--- src/rtl/dma_desc_chainer.sv ---
// Scatter-gather chainer: walks a linked list of 4-word descriptors and programs a DMA controller per entry.
// Define DESC_IRQ_EN to add the oIrq completion interrupt (control bit1 enables it).
module dma_desc_chainer #(
  parameter logic [2:0]  RM_ADDR_REG = 3'd0,
  parameter logic [2:0]  WM_ADDR_REG = 3'd1,
  parameter logic [2:0]  LEN_REG     = 3'd2,
  parameter logic [2:0]  START_REG   = 3'd3,
  parameter logic [2:0]  STATUS_REG  = 3'd4,
  parameter int unsigned POLL_GAP    = 8
) (
  input  logic        iClk,
  input  logic        iReset_n,
  input  logic        iChipselect,
  input  logic        iRead,
  input  logic        iWrite,
  input  logic [1:0]  iAddress,
  input  logic [31:0] iWritedata,
  output logic [31:0] oReaddata,
  output logic        oDR_read,
  output logic [31:0] oDR_address,
  input  logic        iDR_waitrequest,
  input  logic        iDR_readdatavalid,
  input  logic [31:0] iDR_readdata,
  output logic        oCM_write,
  output logic        oCM_read,
  output logic [2:0]  oCM_address,
  output logic [31:0] oCM_writedata,
  input  logic [31:0] iCM_readdata
`ifdef DESC_IRQ_EN
  ,
  output logic        oIrq
`endif
);

  typedef enum logic [2:0] {
    S_IDLE, S_FETCH, S_WAITD, S_PROG, S_POLL, S_POLLWAIT, S_GAP, S_NEXT
  } state_e;

  localparam logic [7:0] GAP_LAST = 8'(POLL_GAP - 1);

  state_e      state_q, state_d;
  logic [31:0] head_q, head_d;
  logic [31:0] ptr_q, ptr_d;
  logic [31:0] count_q, count_d;
  logic        busy_q, busy_d;
  logic        done_q, done_d;
  logic [31:0] desc_q [4];
  logic [31:0] desc_d [4];
  logic [1:0]  idx_q, idx_d;
  logic [1:0]  prog_q, prog_d;
  logic [7:0]  gap_q, gap_d;
  logic        dr_read_q, dr_read_d;
  logic [31:0] dr_address_q, dr_address_d;
  logic        cm_write_q, cm_write_d;
  logic        cm_read_q, cm_read_d;
  logic [2:0]  cm_address_q, cm_address_d;
  logic [31:0] cm_writedata_q, cm_writedata_d;
`ifdef DESC_IRQ_EN
  logic        irq_en_q, irq_en_d;
  logic        irq_q, irq_d;
`endif

  logic        slave_wr;
  logic        go;
  logic [1:0]  idx_next;
  logic        unused_inputs;

  assign slave_wr      = iChipselect & iWrite;
  assign go            = slave_wr && (iAddress == 2'd1) && iWritedata[0];
  assign idx_next      = idx_q + 2'd1;
  // Only the done bit of the DMA status word matters; iRead is implied by the combinational readback.
  assign unused_inputs = ^{iRead, iCM_readdata[31:1]};

  always_comb begin
    // NOTE: every _d starts from its _q (strobes from 0) so no branch can leave one unassigned and infer a latch.
    state_d        = state_q;
    head_d         = head_q;
    ptr_d          = ptr_q;
    count_d        = count_q;
    busy_d         = busy_q;
    done_d         = done_q;
    desc_d         = desc_q;
    idx_d          = idx_q;
    prog_d         = prog_q;
    gap_d          = gap_q;
    dr_read_d      = dr_read_q;
    dr_address_d   = dr_address_q;
    cm_write_d     = 1'b0;
    cm_read_d      = 1'b0;
    cm_address_d   = cm_address_q;
    cm_writedata_d = cm_writedata_q;

    if (slave_wr && iAddress == 2'd0) head_d = iWritedata;
    if (slave_wr && iAddress == 2'd2 && iWritedata[1]) done_d = 1'b0;

    case (state_q)
      S_IDLE: begin
        if (go) begin
          if (head_q != 32'd0) begin
            busy_d       = 1'b1;
            done_d       = 1'b0;
            count_d      = 32'd0;
            ptr_d        = head_q;
            idx_d        = 2'd0;
            dr_read_d    = 1'b1;
            dr_address_d = head_q;
            state_d      = S_FETCH;
          end else begin
            done_d = 1'b1;
          end
        end
      end
      S_FETCH: begin
        if (!iDR_waitrequest) begin
          dr_read_d = 1'b0;
          state_d   = S_WAITD;
        end
      end
      S_WAITD: begin
        if (iDR_readdatavalid) begin
          desc_d[idx_q] = iDR_readdata;
          if (idx_q == 2'd3) begin
            // Length word is already captured; a zero-length entry is counted but never programmed.
            if (desc_q[2] == 32'd0) begin
              state_d = S_NEXT;
            end else begin
              prog_d         = 2'd0;
              cm_write_d     = 1'b1;
              cm_address_d   = RM_ADDR_REG;
              cm_writedata_d = desc_q[0];
              state_d        = S_PROG;
            end
          end else begin
            idx_d        = idx_next;
            dr_read_d    = 1'b1;
            dr_address_d = ptr_q + {28'd0, idx_next, 2'b00};
            state_d      = S_FETCH;
          end
        end
      end
      S_PROG: begin
        if (prog_q == 2'd3) begin
          cm_read_d    = 1'b1;
          cm_address_d = STATUS_REG;
          state_d      = S_POLL;
        end else begin
          prog_d     = prog_q + 2'd1;
          cm_write_d = 1'b1;
          case (prog_q)
            2'd0: begin
              cm_address_d   = WM_ADDR_REG;
              cm_writedata_d = desc_q[1];
            end
            2'd1: begin
              cm_address_d   = LEN_REG;
              cm_writedata_d = desc_q[2];
            end
            default: begin
              cm_address_d   = START_REG;
              cm_writedata_d = 32'd1;
            end
          endcase
        end
      end
      S_POLL: state_d = S_POLLWAIT;
      S_POLLWAIT: begin
        if (iCM_readdata[0]) begin
          state_d = S_NEXT;
        end else begin
          gap_d   = 8'd0;
          state_d = S_GAP;
        end
      end
      S_GAP: begin
        if (gap_q == GAP_LAST) begin
          cm_read_d    = 1'b1;
          cm_address_d = STATUS_REG;
          state_d      = S_POLL;
        end else begin
          gap_d = gap_q + 8'd1;
        end
      end
      default: begin  // S_NEXT
        count_d = count_q + 32'd1;
        ptr_d   = desc_q[3];
        if (desc_q[3] == 32'd0) begin
          busy_d  = 1'b0;
          done_d  = 1'b1;
          state_d = S_IDLE;
        end else begin
          idx_d        = 2'd0;
          dr_read_d    = 1'b1;
          dr_address_d = desc_q[3];
          state_d      = S_FETCH;
        end
      end
    endcase
  end

`ifdef DESC_IRQ_EN
  always_comb begin
    irq_en_d = irq_en_q;
    if (slave_wr && iAddress == 2'd1) irq_en_d = iWritedata[1];
    irq_d = done_d & irq_en_d;
  end
`endif

  // NOTE: state flops use non-blocking assignment only, so every flop samples pre-edge values.
  always_ff @(posedge iClk or negedge iReset_n) begin
    if (!iReset_n) begin
      state_q        <= S_IDLE;
      head_q         <= '0;
      ptr_q          <= '0;
      count_q        <= '0;
      busy_q         <= 1'b0;
      done_q         <= 1'b0;
      // NOTE: desc is a 4-entry register file rather than a RAM, so it is reset with the rest of the state.
      desc_q         <= '{default: '0};
      idx_q          <= '0;
      prog_q         <= '0;
      gap_q          <= '0;
      dr_read_q      <= 1'b0;
      dr_address_q   <= '0;
      cm_write_q     <= 1'b0;
      cm_read_q      <= 1'b0;
      cm_address_q   <= '0;
      cm_writedata_q <= '0;
`ifdef DESC_IRQ_EN
      irq_en_q       <= 1'b0;
      irq_q          <= 1'b0;
`endif
    end else begin
      state_q        <= state_d;
      head_q         <= head_d;
      ptr_q          <= ptr_d;
      count_q        <= count_d;
      busy_q         <= busy_d;
      done_q         <= done_d;
      desc_q         <= desc_d;
      idx_q          <= idx_d;
      prog_q         <= prog_d;
      gap_q          <= gap_d;
      dr_read_q      <= dr_read_d;
      dr_address_q   <= dr_address_d;
      cm_write_q     <= cm_write_d;
      cm_read_q      <= cm_read_d;
      cm_address_q   <= cm_address_d;
      cm_writedata_q <= cm_writedata_d;
`ifdef DESC_IRQ_EN
      irq_en_q       <= irq_en_d;
      irq_q          <= irq_d;
`endif
    end
  end

  always_comb begin
    case (iAddress)
      2'd0:    oReaddata = head_q;
`ifdef DESC_IRQ_EN
      2'd1:    oReaddata = {30'd0, irq_en_q, 1'b0};
`else
      2'd1:    oReaddata = 32'd0;
`endif
      2'd2:    oReaddata = {30'd0, done_q, busy_q};
      default: oReaddata = count_q;
    endcase
  end

  assign oDR_read      = dr_read_q;
  assign oDR_address   = dr_address_q;
  assign oCM_write     = cm_write_q;
  assign oCM_read      = cm_read_q;
  assign oCM_address   = cm_address_q;
  assign oCM_writedata = cm_writedata_q;
`ifdef DESC_IRQ_EN
  assign oIrq          = irq_q;
`endif

endmodule

--- config.mk ---
export PLATFORM = sky130hd
export DESIGN_NAME = dma_desc_chainer
export DESIGN_NICKNAME = d
export VERILOG_FILES = /design/src/rtl/dma_desc_chainer.sv
export SDC_FILE = /design/constraint.sdc
export NUM_CORES = 1
export LEC_CHECK = 0
export ABC_AREA = 1
export BUFFER_PORTS_ARGS = -buffer_cell sky130_fd_sc_hd__buf_2
export CORE_MARGIN = 5
export CORE_UTILIZATION = 50
export CTS_CLUSTER_SIZE = 16
export DETAILED_ROUTE_END_ITERATION = 8
export PLACE_DENSITY = 0.7
export SETUP_SLACK_MARGIN = 0.2
export SLEW_MARGIN = 20
export SYNTH_ARGS = -nofsm -noshare
export SYNTH_HDL_FRONTEND = slang
export SYNTH_SLANG_ARGS = --single-unit
--- constraint.sdc ---
create_clock -name iClk -period 3 [get_ports iClk]
set_input_delay 0.3 -clock iClk [delete_from_list [all_inputs] [get_ports iClk]]
set_output_delay 0.3 -clock iClk [all_outputs]
set_load 0.05 [all_outputs]
==> metrics <==
Cell Chain, Critical Path inv_1 > ha_1 > inv_1 > fa_1 > nor2_2 > nand2_1 > inv_1 > nand2_1 > o21ai_0 > nand3_1 > nand2_1 > nand2_1; Final Hold Fails 0; clock-pin slew on the worst setup and hold paths 0.06 ns; IO Port Bufs 174; Post-synth EDFFs 0; cell count after synthesis 2228; worst setup margin 0.403 ns; first-pass GRT wire length 79500 µm; CTS Sinks 311; DP Cell Count 2780; Place WS 0.359 ns; CP max stage delay 0.45 ns; worst-margin pin slew 1.10 ns; Area Growth Syn to Fin 15.4%; Hold Crit Class in -> reg; Placeable Area 31800 µm²; critical path fanouts, max 5; CTS tree built; post-synthesis async set-or-reset flop share 100%; H-tree levels 2; Max Root-Sink Buffers 3; post-route clock period utilization 86.6%; critical path startpoint category flop; final total power 19.8 mW; CP max-delay cell fa_1; mapped cell area 16200 µm²; Routability Congestion 0.959; MaxCap Viol Count 0; drt pass-1 iters 7; starting density of the core 50.9%; FMAX 0.385 GHz; largest net degree at the start of global routing 86; drt total wl 49300 µm; Crit path top cell by count nand2_1; Syn Area/Cell 7.27 µm²; vias in the first global route 14615; initial antenna violation count 0; slew margin rel. 26.0%; GRT Util Overall 27.3%; grt total ovfl 0; ys flop type dfrtp_1; DRC errors left 0; Synth cell types 35; Synth Register Bits 311; row cnt 65; initial detailed-routing violation count 1206; CP arrival 3.01 ns; Final TNS setup 0 ns; Final setup viols 0; # diodes 0; Final Max Tran Viols 0; status finished, final reports clean; final layout net count 2500; Data required, critical path 3.42 ns; non-filler instance count after layout 2844; sequential cell area fraction in the yosys report 48.1%; Syn Nets 2345; CP delay by family, top adder cells; VDD IR max 0.000716 V; Fin Clk Skew 0.0234 ns; routed vias/inst 5.31; Pleak 9.39 nW; Die Area 36100 µm²; DR WL/cell 17.4 µm; die extent in y 190 µm; ANT nets after route 0; routed vias 15089; number of CTS-inserted buffers 35; CP bufs+invs 3; Skew-Pair Late Insertion Delay 0.52 ns; Die W 190 µm; total number of yosys warnings 0; Post-DP HPWL 36300 µm; layout cells sized above 1 12.5%; RSZ-0062 raised after global routing no; clk root buf clkbuf_16; crit end category flop; pwr dens 1060 nW/µm²; I/O pin count 207; critical path type reg -> reg; post-layout min period 2.60 ns
per-layer routing:
layer / wire [µm] / part of all wire [%] / vias up / GRT usage [%]
met4: 1500 / 3.0 / 0 / 8.32
met1: 22100 / 45 / 7125 / 39.1
li1: - / - / 7374 / -
met2: 22700 / 46 / 495 / 43.4
met3: 3050 / 6.2 / 95 / 3.98
met5: 0 / 0 / - / 0
flip-flops by register name, indices dropped and copies added (netlist names):
register       cells
oCM_read           1
idx_q              2
prog_q             2
oCM_address        3
gap_q              8
done_q             1
desc_q           128
oCM_write          1
count_q           32
busy_q             1
oDR_read           1
oDR_address       32
head_q            32
state_q            3
oCM_writedata     32
ptr_q             32
metrics by stage:
step                      utilization [%]  hold WS, ns  cell area, µm²
after floorplan                         -      0.00441           16200
after global placement               55.2        0.326           17600
after detailed placement             55.2        0.327           17600
after CTS                            58.7     0.000927           18700
after global routing                 58.8      0.00458           18700
final                                58.8       0.0131           18700
final cells by class:
| type | instances | area, µm² |
|---|---|---|
| fillers | 3026 | 13100 |
| flip-flops and latches | 311 | 7780 |
| multi-input cells | 1587 | 7090 |
| repair buffers | 211 | 1260 |
| clock inverters | 9 | 97.6 |
| inverters | 237 | 892 |
| clock buffers | 54 | 1020 |
| well taps | 435 | 544 |
placed cells by master (no fill, tap or decap), types with 2 or more instances in the layout:
cell type	n
clkbuf_1	12
ha_1	11
or2_2	2
inv_1	228
o21ai_0	228
buf_2	173
nand2_1	828
nand4_1	18
nor2_4	3
buf_4	28
nor3_1	13
clkinvlp_4	2
xor2_1	16
o21ai_1	48
inv_2	7
nand2_2	9
clkinv_2	4
clkinv_8	2
o211ai_1	11
a21oi_1	26
nand3_2	4
dfrtp_1	311
a31oi_1	2
mux2_2	9
nand3_1	149
o22ai_1	20
clkbuf_16	35
o221ai_1	6
buf_12	8
nor2_2	2
nor2_1	177
clkbuf_8	7
path summary, 6_finish.rpt:
path	from	end	slack, ns	cells past startpoint
min in group asynchronous	iReset_n	count_q[8]	0.33	2
min	iWritedata[2]	head_q[2]	0.01	2
max in group asynchronous	iReset_n	count_q[2]	1.84	3
max reg2reg	idx_q[0]	oDR_address[12]	0.40	12
max	idx_q[0]	oDR_address[12]	0.40	12
min reg2reg	oCM_address[0]	oCM_address[0]	0.47	2
cell usage after synthesis (2+ instances only):
master / number / share of area, %
nand2_1: 829 / 19
dfrtp_1: 311 / 48
inv_1: 228 / 5.3
o21ai_0: 228 / 7.0
nor2_1: 178 / 4.1
nand3_1: 149 / 4.6
clkbuf_1: 63 / 1.5
o21ai_1: 48 / 1.5
a21oi_1: 26 / 0.80
o22ai_1: 20 / 0.77
nand4_1: 18 / 0.70
xor2_1: 16 / 0.87
buf_2: 14 / 0.43
nor3_1: 13 / 0.40
ha_1: 11 / 0.85
o211ai_1: 11 / 0.51
mux2_2: 9 / 0.63
nand2_2: 8 / 0.31
inv_2: 7 / 0.16
buf_6: 6 / 0.42
o221ai_1: 6 / 0.32
buf_1: 5 / 0.12
buf_4: 5 / 0.23
nand3_2: 4 / 0.25
nor2_4: 3 / 0.21
a31oi_1: 2 / 0.077
or2_2: 2 / 0.077
report_power, final:
part           switching, mW  leakage (nW)  internal [mW]
Combinational           6.58          4.76           2.45
Sequential              1.03          4.09           5.58
Clock                   1.76         0.540           2.43
Total                   9.37          9.39           10.5
kinds of logic (layout without fill, tap and decap cells):
family	Yosys count	count (layout)	synth area share [%]
AOI/OAI and AO/OA	342	342	11.1
and+or+nand+nor	1207	1207	30.2
buffers and inverters	330	511	8.17
adders and majority gates	12	12	0.974
xor gates and xnor gates	16	16	0.866
DFF	311	311	48.1
muxes	10	10	0.688
timing repair:
item / 4_1_cts / 5_1_grt
endpoints found under the setup margin: 0 / 4
endpoints found under the hold margin: 63 / 0
hold buffers: 1 / 0
buffers inserted: 0 / 0
resized for setup: 0 / 1
Power figures use the tool's default switching activity.
